==> config.mk <==
export PLATFORM = sky130hd
export DESIGN_NAME = apb_pin_ctrl_flat
export DESIGN_NICKNAME = d
export VERILOG_FILES = /design/src/rtl/apb_pin_ctrl_pkg.sv /design/src/rtl/apb_pin_ctrl_if.sv /design/src/rtl/apb_pin_ctrl_pulse_timer.sv /design/src/rtl/apb_pin_ctrl.sv /design/src/flat_wrapper.sv
export SDC_FILE = /design/constraint.sdc
export NUM_CORES = 1
export LEC_CHECK = 0
export ABC_AREA = 1
export BUFFER_PORTS_ARGS = -buffer_cell sky130_fd_sc_hd__buf_2
export CAP_MARGIN = 10
export CELL_PAD_IN_SITES_DETAIL_PLACEMENT = 1
export CELL_PAD_IN_SITES_GLOBAL_PLACEMENT = 2
export CORE_MARGIN = 5
export CORE_UTILIZATION = 35
export DETAILED_ROUTE_END_ITERATION = 16
export GPL_ROUTABILITY_DRIVEN = 0
export GPL_TIMING_DRIVEN = 0
export MAX_ROUTING_LAYER = met4
export PLACE_DENSITY_LB_ADDON = 0.05
export SLEW_MARGIN = 40
export SYNTH_ARGS = -nofsm -noshare
export SYNTH_HDL_FRONTEND = slang
export SYNTH_HIERARCHICAL = 1
export SYNTH_SLANG_ARGS = --single-unit
==> constraint.sdc <==
create_clock -name PCLK -period 4.1 [get_ports PCLK]
set_input_delay 0.82 -clock PCLK [delete_from_list [all_inputs] [get_ports PCLK]]
set_output_delay 0.82 -clock PCLK [all_outputs]
set_load 0.1 [all_outputs]
==> src/rtl/apb_pin_ctrl_pkg.sv <==
// Shared constants for the APB pin controller: register word offsets and reset defaults.
// Latency: n/a (constants only).
// Backpressure: n/a.
package apb_pin_ctrl_pkg;

    // Word offsets decoded from PADDR[4:2]
    localparam logic [2:0] OFF_LEVEL   = 3'd0;
    localparam logic [2:0] OFF_SET     = 3'd1;
    localparam logic [2:0] OFF_CLR     = 3'd2;
    localparam logic [2:0] OFF_PWIDTH  = 3'd3;
    localparam logic [2:0] OFF_PULSE   = 3'd4;
    localparam logic [2:0] OFF_DONE    = 3'd5;
    localparam logic [2:0] OFF_IRQ_EN  = 3'd6;
    localparam logic [2:0] OFF_INVALID = 3'd7;

    // Pulse width after reset, in PCLK cycles
    localparam int unsigned PWIDTH_RST = 1;

endpackage

==> src/rtl/apb_pin_ctrl_if.sv <==
// APB3 bus bundle between the MSS master (via CoreAPB3) and the pin controller slave.
// Latency: wires only; the slave answers with zero wait states.
// Backpressure: none, PREADY is tied high by the slave.
// Signals: PSEL/PENABLE/PWRITE control, PADDR/PWDATA request, PRDATA/PREADY/PSLVERR response.
interface apb_pin_ctrl_if;
    logic        PSEL;
    logic        PENABLE;
    logic        PWRITE;
    logic [31:0] PADDR;
    logic [31:0] PWDATA;
    logic [31:0] PRDATA;
    logic        PREADY;
    logic        PSLVERR;

    modport slave (
        input  PSEL, PENABLE, PWRITE, PADDR, PWDATA,
        output PRDATA, PREADY, PSLVERR
    );

    modport master (
        output PSEL, PENABLE, PWRITE, PADDR, PWDATA,
        input  PRDATA, PREADY, PSLVERR
    );
endinterface

==> src/rtl/apb_pin_ctrl_pulse_timer.sv <==
// One-shot pulse timer for a single pin: IDLE/RUN down-counter with a one-cycle done strobe.
// Latency: active rises the edge after start; done_pulse is high in the cycle before the edge that ends RUN.
// Backpressure: none; a start during RUN reloads the counter and suppresses done for the cut pulse.
// Ports: clk/rst_n, start (one-cycle), width[CNT_W]; outputs active, done_pulse.
module pin_pulse_timer #(
    parameter int CNT_W = 16
) (
    input  logic             clk,
    input  logic             rst_n,
    input  logic             start,
    input  logic [CNT_W-1:0] width,
    output logic             active,
    output logic             done_pulse
);

    localparam logic [0:0] ST_IDLE = 1'b0;
    localparam logic [0:0] ST_RUN  = 1'b1;

    logic [0:0]       state_q, state_d;
    logic [CNT_W-1:0] cnt_q, cnt_d;
    logic             zdone_q, zdone_d;
    logic             expire;

    always_comb begin
        state_d = state_q;
        cnt_d   = cnt_q;
        zdone_d = 1'b0;
        expire  = 1'b0;
        if (start) begin
            if (width == '0) begin
                // Zero width: no pulse, but report completion one edge later
                state_d = ST_IDLE;
                cnt_d   = '0;
                zdone_d = 1'b1;
            end else begin
                // Start or retrigger: reload, stay/enter RUN, no done for a cut pulse
                state_d = ST_RUN;
                cnt_d   = width;
            end
        end else if (state_q == ST_RUN) begin
            if (cnt_q == CNT_W'(1)) begin
                state_d = ST_IDLE;
                cnt_d   = '0;
                expire  = 1'b1;
            end else begin
                cnt_d = cnt_q - CNT_W'(1);
            end
        end
    end

    always_ff @(posedge clk or negedge rst_n) begin
        if (!rst_n) begin
            state_q <= ST_IDLE;
            cnt_q   <= '0;
            zdone_q <= 1'b0;
        end else begin
            state_q <= state_d;
            cnt_q   <= cnt_d;
            zdone_q <= zdone_d;
        end
    end

    assign active     = (state_q == ST_RUN);
    assign done_pulse = expire | zdone_q;

endmodule

==> src/rtl/apb_pin_ctrl.sv <==
// APB3 slave driving NUM_PINS fabric pins: level/set/clear registers, per-pin one-shot pulses, done IRQ.
// Latency: zero-wait-state APB; PIN_OUT and IRQ are one register stage behind the control state.
// Backpressure: none, PREADY is constant 1; offset 7 answers with PSLVERR.
// Ports: PCLK/PRESERN, apb (slave modport), PIN_OUT[NUM_PINS], IRQ.
module apb_pin_ctrl
    import apb_pin_ctrl_pkg::*;
#(
    parameter int                  NUM_PINS  = 4,
    parameter int                  CNT_W     = 16,
    parameter logic [NUM_PINS-1:0] RESET_VAL = '0
) (
    input  logic                PCLK,
    input  logic                PRESERN,
    apb_pin_ctrl_if.slave       apb,
    output logic [NUM_PINS-1:0] PIN_OUT,
    output logic                IRQ
);

    logic [2:0]          off;
    logic                wr_en;
    logic                rd_en;
    logic [NUM_PINS-1:0] wdat_pins;

    logic [NUM_PINS-1:0] level_q, level_d;
    logic [CNT_W-1:0]    pwidth_q, pwidth_d;
    logic [NUM_PINS-1:0] done_q, done_d;
    logic [NUM_PINS-1:0] irq_en_q, irq_en_d;
    logic [NUM_PINS-1:0] pin_q;
    logic                irq_q;

    logic [NUM_PINS-1:0] start;
    logic [NUM_PINS-1:0] active;
    logic [NUM_PINS-1:0] done_pulse;
    logic [31:0]         rdata;

    assign off       = apb.PADDR[4:2];
    assign wr_en     = apb.PSEL & apb.PENABLE & apb.PWRITE;
    assign rd_en     = apb.PSEL & ~apb.PWRITE;
    assign wdat_pins = apb.PWDATA[NUM_PINS-1:0];

    assign start = (wr_en && off == OFF_PULSE) ? wdat_pins : '0;

    always_comb begin
        level_d  = level_q;
        pwidth_d = pwidth_q;
        irq_en_d = irq_en_q;
        if (wr_en) begin
            case (off)
                OFF_LEVEL:  level_d  = wdat_pins;
                OFF_SET:    level_d  = level_q | wdat_pins;
                OFF_CLR:    level_d  = level_q & ~wdat_pins;
                OFF_PWIDTH: pwidth_d = apb.PWDATA[CNT_W-1:0];
                OFF_IRQ_EN: irq_en_d = wdat_pins;
                default:    ;
            endcase
        end
        // Clear first, then OR in new completions so a same-cycle set beats W1C
        done_d = done_q;
        if (wr_en && off == OFF_DONE) begin
            done_d = done_q & ~wdat_pins;
        end
        done_d = done_d | done_pulse;
    end

    always_ff @(posedge PCLK or negedge PRESERN) begin
        if (!PRESERN) begin
            level_q  <= RESET_VAL;
            pwidth_q <= CNT_W'(PWIDTH_RST);
            done_q   <= '0;
            irq_en_q <= '0;
            pin_q    <= RESET_VAL;
            irq_q    <= 1'b0;
        end else begin
            level_q  <= level_d;
            pwidth_q <= pwidth_d;
            done_q   <= done_d;
            irq_en_q <= irq_en_d;
            // A running pulse drives the inverse of the current static level
            pin_q    <= level_q ^ active;
            irq_q    <= |(done_q & irq_en_q);
        end
    end

    for (genvar i = 0; i < NUM_PINS; i++) begin : g_timer
        pin_pulse_timer #(
            .CNT_W (CNT_W)
        ) u_timer (
            .clk        (PCLK),
            .rst_n      (PRESERN),
            .start      (start[i]),
            .width      (pwidth_q),
            .active     (active[i]),
            .done_pulse (done_pulse[i])
        );
    end

    always_comb begin
        rdata = '0;
        if (rd_en) begin
            case (off)
                OFF_LEVEL:  rdata = 32'(level_q);
                OFF_PWIDTH: rdata = 32'(pwidth_q);
                OFF_PULSE:  rdata = 32'(active);
                OFF_DONE:   rdata = 32'(done_q);
                OFF_IRQ_EN: rdata = 32'(irq_en_q);
                default:    rdata = '0;
            endcase
        end
    end

    assign apb.PRDATA  = rdata;
    assign apb.PREADY  = 1'b1;
    assign apb.PSLVERR = apb.PSEL & apb.PENABLE & (off == OFF_INVALID);

    assign PIN_OUT = pin_q;
    assign IRQ     = irq_q;

    // Address bits outside [4:2] are not decoded
    logic unused_bits;
    assign unused_bits = ^{apb.PADDR[31:5], apb.PADDR[1:0], apb.PWDATA};

endmodule

==> src/flat_wrapper.sv <==
// flat-port wrapper written by rule: the top's interface ports become plain ports
module apb_pin_ctrl_flat import apb_pin_ctrl_pkg::*;
#(
    parameter int                  NUM_PINS  = 4,
    parameter int                  CNT_W     = 16,
    parameter logic [NUM_PINS-1:0] RESET_VAL = '0
)
  (PCLK, PRESERN, PIN_OUT, IRQ, apb_PSEL, apb_PENABLE, apb_PWRITE, apb_PADDR, apb_PWDATA, apb_PRDATA, apb_PREADY, apb_PSLVERR);
  apb_pin_ctrl_if apb_i ();
  input  logic PCLK;
  input  logic PRESERN;
  output logic [NUM_PINS-1:0] PIN_OUT;
  output logic IRQ;
  input wire logic [$bits(apb_i.PSEL)-1:0] apb_PSEL;
  input wire logic [$bits(apb_i.PENABLE)-1:0] apb_PENABLE;
  input wire logic [$bits(apb_i.PWRITE)-1:0] apb_PWRITE;
  input wire logic [$bits(apb_i.PADDR)-1:0] apb_PADDR;
  input wire logic [$bits(apb_i.PWDATA)-1:0] apb_PWDATA;
  output wire logic [$bits(apb_i.PRDATA)-1:0] apb_PRDATA;
  output wire logic [$bits(apb_i.PREADY)-1:0] apb_PREADY;
  output wire logic [$bits(apb_i.PSLVERR)-1:0] apb_PSLVERR;
  assign apb_i.PSEL = apb_PSEL;
  assign apb_i.PENABLE = apb_PENABLE;
  assign apb_i.PWRITE = apb_PWRITE;
  assign apb_i.PADDR = apb_PADDR;
  assign apb_i.PWDATA = apb_PWDATA;
  assign apb_PRDATA = apb_i.PRDATA;
  assign apb_PREADY = apb_i.PREADY;
  assign apb_PSLVERR = apb_i.PSLVERR;
  apb_pin_ctrl #(.NUM_PINS(NUM_PINS), .CNT_W(CNT_W), .RESET_VAL(RESET_VAL)) u_core (.PCLK(PCLK), .PRESERN(PRESERN), .apb(apb_i), .PIN_OUT(PIN_OUT), .IRQ(IRQ));
endmodule
==> results of run 1 <==
-- layout by cell type (no fill, tap or decap), types with 8 or more instances in the layout --
| cell | count |
|---|---|
| sky130_fd_sc_hd__a21oi_1 | 67 |
| sky130_fd_sc_hd__o21ai_2 | 22 |
| sky130_fd_sc_hd__buf_4 | 20 |
| sky130_fd_sc_hd__o21ai_1 | 20 |
| sky130_fd_sc_hd__ha_1 | 8 |
| sky130_fd_sc_hd__nand2_1 | 294 |
| sky130_fd_sc_hd__nor2_4 | 19 |
| sky130_fd_sc_hd__nand2_2 | 11 |
| sky130_fd_sc_hd__nor4_1 | 16 |
| sky130_fd_sc_hd__nand3_1 | 91 |
| sky130_fd_sc_hd__clkbuf_16 | 9 |
| sky130_fd_sc_hd__nand4_1 | 18 |
| sky130_fd_sc_hd__o21ai_0 | 12 |
| sky130_fd_sc_hd__buf_2 | 63 |
| sky130_fd_sc_hd__inv_1 | 71 |
| sky130_fd_sc_hd__dfrtp_1 | 104 |
| sky130_fd_sc_hd__nor2_2 | 10 |
| sky130_fd_sc_hd__xor2_1 | 16 |
| sky130_fd_sc_hd__nor2_1 | 129 |
| sky130_fd_sc_hd__conb_1 | 17 |
-- critical path: cells and delay by family --
kind,cells,cell delay (ps)
buf+inv,3,870
simple gates,4,570
-- path summary, 6_finish.rpt --
| kind | endpoint | slack [ps] | startpoint | cells after the start |
|---|---|---|---|---|
| worst max-delay path | apb_PRDATA[15] | 1010 | apb_PADDR[3] | 7 |
| worst min-delay path | u_core/g_timer[1].u_timer/cnt_q[10] | 330 | PRESERN | 1 |
| worst max register to register | u_core/g_timer[3].u_timer/cnt_q[10] | 2440 | u_core/g_timer[3].u_timer/cnt_q[0] | 8 |
| worst min register to register | u_core/PIN_OUT[0] | 490 | u_core/level_q[0] | 1 |
| max in group asynchronous | u_core/pwidth_q[0] | 3070 | PRESERN | 2 |
| min in group PCLK | u_core/PIN_OUT[0] | 490 | u_core/level_q[0] | 1 |
-- per-stage QoR --
stage          cells  instance area, um^2  setup WS [ps]
2_1_floorplan   1025                 7260            644
4_1_cts         1356                 8190           1050
6_report        1356                 8190           1010
3_3_place_gp    1339                 7820            744
3_5_place_dp    1340                 7860            957
5_1_grt         1356                 8190            948
-- power breakdown --
part / switching [W] / internal [W] / total [W]
Sequential: 0.000546 / 0.00138 / 0.00193
Clock: 0.000424 / 0.000568 / 0.000992
Combinational: 0.00130 / 0.000673 / 0.00197
-- state kept, by name, indices dropped and copies added, names as in the netlist --
name,count
u_core/g_timer.u_timer/cnt_q,64
u_core/pwidth_q,16
u_core/PIN_OUT,4
u_core/done_q,4
u_core/g_timer.u_timer/active,4
u_core/g_timer.u_timer/zdone_q,4
u_core/irq_en_q,4
u_core/level_q,4
u_core/IRQ,1
-- area by class of cell --
cell class / instances / area share
clock inverters: 5 / 0.00948
plain buffers: 51 / 0.0433
multi-input cells: 794 / 0.488
well taps: 270 / 0.0413
clock buffers: 11 / 0.0309
flip-flops and latches: 105 / 0.321
inverters: 75 / 0.0344
repair buffers: 45 / 0.0315
-- metal layers --
| layer | wire, um | up-vias | GRT usage |
|---|---|---|---|
| li1 | - | 3378 | - |
| met1 | 12100 | 3336 | 0.302 |
| met2 | 10700 | 105 | 0.327 |
| met3 | 983 | 13 | 0.0308 |
| met4 | 225 | 0 | 0.0391 |
| met5 | 0 | - | - |
-- logic make-up (layout without fill, tap and decap cells) --
| family | after synthesis | in the layout |
|---|---|---|
| AND/OR/NAND/NOR | 611 | 611 |
| AO/OA/AOI/OAI | 138 | 138 |
| buffers and inverters | 126 | 187 |
| flip-flops | 105 | 105 |
| XOR/XNOR | 20 | 20 |
| adder cells (fa/ha/maj) | 8 | 8 |
| other | 2 | 17 |
==> reports/qor.yml, run 1 <==
tns_ps: 0
cp_slowest_stage_delay_ps: 460
synth-warning-count: 6
path_max_fanout: 10
p_total_w: 0.00489
grt_pass1_vias: 6993
min_period_ps: 3090
seq_area_frac_synth: 0.365
synthXorXnorAreaFrac: 0.0243
postCtsSetupRepairBufs: 0
share_of_layout_cells_above_drive_strength_1: 0.169
ant_nets: 0
holdWs_ps: 333
seqCellArea_um2: 2630
die-width_um: 153
max-slew-margin-rel: 0.455
post_cts_hold_buffer_count: 0
core-area_um2: 20200
layout_worst_path_cycle_share: 0.753
clk_path_buf_depth: 2
start_util: 0.356
synth_compound_gate_area_share: 0.118
synth_top_cell_area_share: 0.361
place_hpwl_mm: 16.9
setup.worst_path.class: "input port to output pin"
cp.arrival_ps: 2270
cts_root_buffer_type: "sky130_fd_sc_hd__clkbuf_16"
netlist-cell-type-count: 37
num-fill-cells: 2582
worstSkewPairLatency_ps: 370
setup_viol: 0
power_density_nw_per_um2: 598
antenna_cells_inserted: 0
post_synth_inst_count: 1010
multiInputGateArea_um2: 4000
grt_overflow: 0
synthSimpleGateAreaFrac: 0.389
drc: 0
dominant_combinational_cell_family_by_area_after_synthesis: "simple AND/OR/NAND/NOR gates"
clk_pin_slew_ps: 80
startpoint_type: "input port"
critical_path_required_ps: 3280
finalHoldViolCount: 0
grt_setup_unrepaired: "no"
first_pass_iteration_count_of_the_detailed_router: 4
yosys-mux-area-fraction: 0
timing.hold.worst.class: "input port to async pin"
numPortBuffers: 44
avgViaCountPerCell: 5.04
max-cap-violations: 0
rows: 52
post_synth_most_frequent_cells: "sky130_fd_sc_hd__nand2_1, sky130_fd_sc_hd__nor2_1, sky130_fd_sc_hd__dfrtp_1, sky130_fd_sc_hd__nand3_1, sky130_fd_sc_hd__inv_1"
grt_use_total: 0.212
die-height_um: 153
io_pins: 108
syn-mean-instance-area_um2: 7.13
timing_max_transition_violations_final: 0
detailed_route_wire_length_mm: 24.0
final.setup_skew_ps: 14.1
max-vdd-ir-drop_mv: 0.280
layout.core_utilization: 0.405
top_achievable_clock_speed_mhz: 324
post_synth_fa_ha_maj_area_fraction: 0.0139
synth_edf_count: 0
crit_path_top_delay_cell: "sky130_fd_sc_hd__buf_2"
detail_route.iter0.violations: 306
post_cts.resized_instances: 0
synth_most_common_cell: "sky130_fd_sc_hd__nand2_1"
dominant_synthesized_flop_cell: "sky130_fd_sc_hd__dfrtp_1"
worst_slew_pin_slew_ps: 818
numCtsBuffers: 9
detailroute.via_count: 6832
antenna_found_initial: 0
cts_tree: "done"
clk_sinks: 105
nNetsFinal: 1158
grt_max_degree: 60
run_status: "finished clean"
worstPathCellList: "buf_2, nand2_2, nor2_4, buf_4, nand2_1, nor2_1, buf_2"
dieArea_um2: 23600
h-tree-depth: 3
async_flop_share: 1.00
netlist_area_um2: 7200
flow.area_growth_from_synthesis_pct: 13.6
static-leakage-power_nw: 4.09
endpoint_kind: "output pin"
leading_post_synthesis_cells_by_cell_area: "sky130_fd_sc_hd__dfrtp_1, sky130_fd_sc_hd__nand2_1, sky130_fd_sc_hd__nor2_1, sky130_fd_sc_hd__nand3_1, sky130_fd_sc_hd__a21oi_1"
grt_pass1_wl_mm: 38.9
synthDominantAreaCellType: "sky130_fd_sc_hd__dfrtp_1"
drt-wirelength-per-cell_um: 17.7
cpMostUsedCell: "sky130_fd_sc_hd__buf_2"
ys_ff_latch: 105
No activity file was read; power rests on OpenSTA's default activity.
==> run 2, diff against run 1 <==
--- a/config.mk
+++ b/config.mk
@@ -11,7 +11,7 @@
 export CELL_PAD_IN_SITES_DETAIL_PLACEMENT = 1
 export CELL_PAD_IN_SITES_GLOBAL_PLACEMENT = 2
 export CORE_MARGIN = 5
-export CORE_UTILIZATION = 35
+export CORE_UTILIZATION = 33
 export DETAILED_ROUTE_END_ITERATION = 16
 export GPL_ROUTABILITY_DRIVEN = 0
 export GPL_TIMING_DRIVEN = 0
==> constraint.sdc (replaced) <==
create_clock -name PCLK -period 3 [get_ports PCLK]
set_input_delay 0.6 -clock PCLK [delete_from_list [all_inputs] [get_ports PCLK]]
set_output_delay 0.6 -clock PCLK [all_outputs]
set_load 0.1 [all_outputs]
==> reports/qor.yml, run 2 (same netlist as run 1, synthesis figures left out) <==
layout_worst_path_cycle_share: 0.881
max-vdd-ir-drop_mv: 0.287  # +2.7%
avgViaCountPerCell: 4.98  # -1.1%
p_sw_w: 0.00313  # +38%
nNetsFinal: 1158  # unchanged
power_switching_share: 0.477  # +0.0137
critical_path.reg2reg.startpoint: "u_core/g_timer[3].u_timer/cnt_q[0]"
detailroute.via_count: 6812  # -0.29%
start_util: 0.332  # -0.0239
cp.arrival_ps: 2040  # -230 ps
dieArea_um2: 24900  # +5.7%
max-slew-margin-rel: 0.459  # +0.00457
setup_viol: 0  # unchanged
grt_setup_unrepaired: "no"
first_pass_iteration_count_of_the_detailed_router: 4  # unchanged
startpoint_type: "input port"
clk_sinks: 105  # unchanged
static-leakage-power_nw: 4.06  # -0.58%
top_achievable_clock_speed_mhz: 378
layout_commonest_cell: "sky130_fd_sc_hd__nand2_1"
clock_power_share: 0.186  # -0.017
post_cts_hold_buffer_count: 0  # unchanged
ant_nets: 0  # unchanged
endpoint_kind: "output pin"
seqCellArea_um2: 2630  # unchanged
setup.worst_path.class: "input port to output pin"
numPortBuffers: 44  # unchanged
h-tree-depth: 3  # unchanged
max-cap-violations: 0  # unchanged
timing.hold.worst.class: "input port to async pin"
final.setup_skew_ps: 10.2  # -3.85 ps
detailed_route_wire_length_mm: 24.4  # +1.9%
r2r_slack_ps: 1360  # -1080 ps
core-area_um2: 21700  # +7.2%
grt_overflow: 0  # unchanged
die-width_um: 158  # +2.8%
die-height_um: 158  # +2.8%
share_of_layout_cells_above_drive_strength_1: 0.173  # +0.00368
layout.core_utilization: 0.377  # -0.0278
p_total_w: 0.00655  # +34%
timing.rr.end: "u_core/g_timer[3].u_timer/cnt_q[10]"
grt_pass1_wl_mm: 39.5  # +1.4%
power_frac_comb: 0.410  # +0.007
io_pins: 108  # unchanged
worst_slew_pin_slew_ps: 811  # -6.86 ps
worstSkewPairLatency_ps: 360  # about the same
cts_tree: "done"
place_hpwl_mm: 17.1  # +1.3%
flip_flop_count_of_the_largest_register_after_layout: 64  # unchanged
clk_path_buf_depth: 2  # unchanged
share_seq_of_total_power: 0.404  # +0.010
numCtsBuffers: 9  # unchanged
finalHoldViolCount: 0  # unchanged
drt-wirelength-per-cell_um: 17.9  # +1.1%
multiInputGateArea_um2: 4010  # +0.25%
grt_use_total: 0.210  # -0.00246
biggest_registers_after_layout: "u_core/g_timer.u_timer/cnt_q: 64 flops, u_core/pwidth_q: 16 flops"
grt_max_degree: 57  # -5.0%
detail_route.iter0.violations: 300  # -2.0%
run_status: "finished clean"
drc: 0  # unchanged
timing_max_transition_violations_final: 0  # unchanged
num-fill-cells: 2792  # +8.1%
postCtsSetupRepairBufs: 0  # unchanged
power_density_nw_per_um2: 802  # +34%
largest-register: "u_core/g_timer.u_timer/cnt_q"
min_period_ps: 2640
internal-power_w: 0.00342  # +30%
cts_root_buffer_type: "sky130_fd_sc_hd__clkbuf_16"
most-common-layout-cells: "sky130_fd_sc_hd__nand2_1, sky130_fd_sc_hd__nor2_1, sky130_fd_sc_hd__dfrtp_1, sky130_fd_sc_hd__nand3_1, sky130_fd_sc_hd__inv_1"
critical_path_required_ps: 2400  # -880 ps
flow.area_growth_from_synthesis_pct: 13.4
post_cts.resized_instances: 0  # unchanged
clk_pin_slew_ps: 80  # about the same
path_max_fanout: 10  # unchanged
rows: 54  # +3.8%
grt_pass1_vias: 6968  # -0.36%
ff2ff_path_depth: 8  # unchanged
antenna_found_initial: 1  # +1
-- run 2: cell types whose count changed in the layout (fill, tap and decap cells not counted), sizes merged --
cell	delta
bufinv	-2
diode	+1
clkinvlp	+1
inv	+2
clkinv	-1
-- run 2: area by class of cell --
class	count	share of cell area
antenna	1	0.000306
buffer	51	0.0433
clock buffer	11	0.0309
clock inverter	5	0.00459
inverter	75	0.0345
multi-input combinational	794	0.490
sequential	105	0.322
tap	280	0.0429
timing repair buffer	45	0.0315
-- run 2: worst max-delay path, cell delays in order --
cell                      delay, ps
sky130_fd_sc_hd__buf_2          170
sky130_fd_sc_hd__nand2_2        110
sky130_fd_sc_hd__nor2_4         240
sky130_fd_sc_hd__buf_4          230
sky130_fd_sc_hd__nand2_1         70
sky130_fd_sc_hd__nor2_1         150
sky130_fd_sc_hd__buf_2          460
-- run 2: layer usage --
metal,up-vias,global-route usage,wire length [um]
li1,3384,-,-
met3,11,0.0312,845
met4,0,0.0320,166
met2,97,0.316,10700
met5,-,-,0
met1,3320,0.306,12700
-- run 2: per-stage QoR --
stage / std cells / TNS (ps) / cell area, um^2 / hold slack [ps] / worst slack (ps)
2_1_floorplan: 1025 / 0 / 7270 / 304 / 25.5
3_3_place_gp: 1349 / -17990 / 7840 / 493 / -184
3_5_place_dp: 1350 / 0 / 7880 / 488 / 22.1
4_1_cts: 1366 / 0 / 8170 / 147 / 357
5_1_grt: 1367 / 0 / 8170 / 159 / 234
6_report: 1367 / 0 / 8170 / 134 / 358
-- run 2: power groups by stage --
stage | Combinational (W) | Clock (W) | Sequential [W]
after global placement | 0.00266 | 0 | 0.00267
after global routing | 0.00304 | 0.00132 | 0.00274
after CTS | 0.00272 | 0.00126 | 0.00265
after detailed placement | 0.00271 | 0 | 0.00267
after floorplan | 0.00197 | 0 | 0.00259
final | 0.00269 | 0.00122 | 0.00265
-- run 2: worst max path at each step --
stage                             from                                   to  slack [ps]
final                     apb_PADDR[3]                        apb_PRDATA[4]         360
after global routing      apb_PADDR[3]  u_core/g_timer[3].u_timer/cnt_q[12]         230
after CTS                 apb_PADDR[3]                        apb_PRDATA[4]         360
after detailed placement  apb_PADDR[3]  u_core/g_timer[3].u_timer/cnt_q[12]          20
after global placement         PRESERN   u_core/g_timer[2].u_timer/cnt_q[0]        -180
after floorplan           apb_PADDR[4]                        apb_PRDATA[4]          30
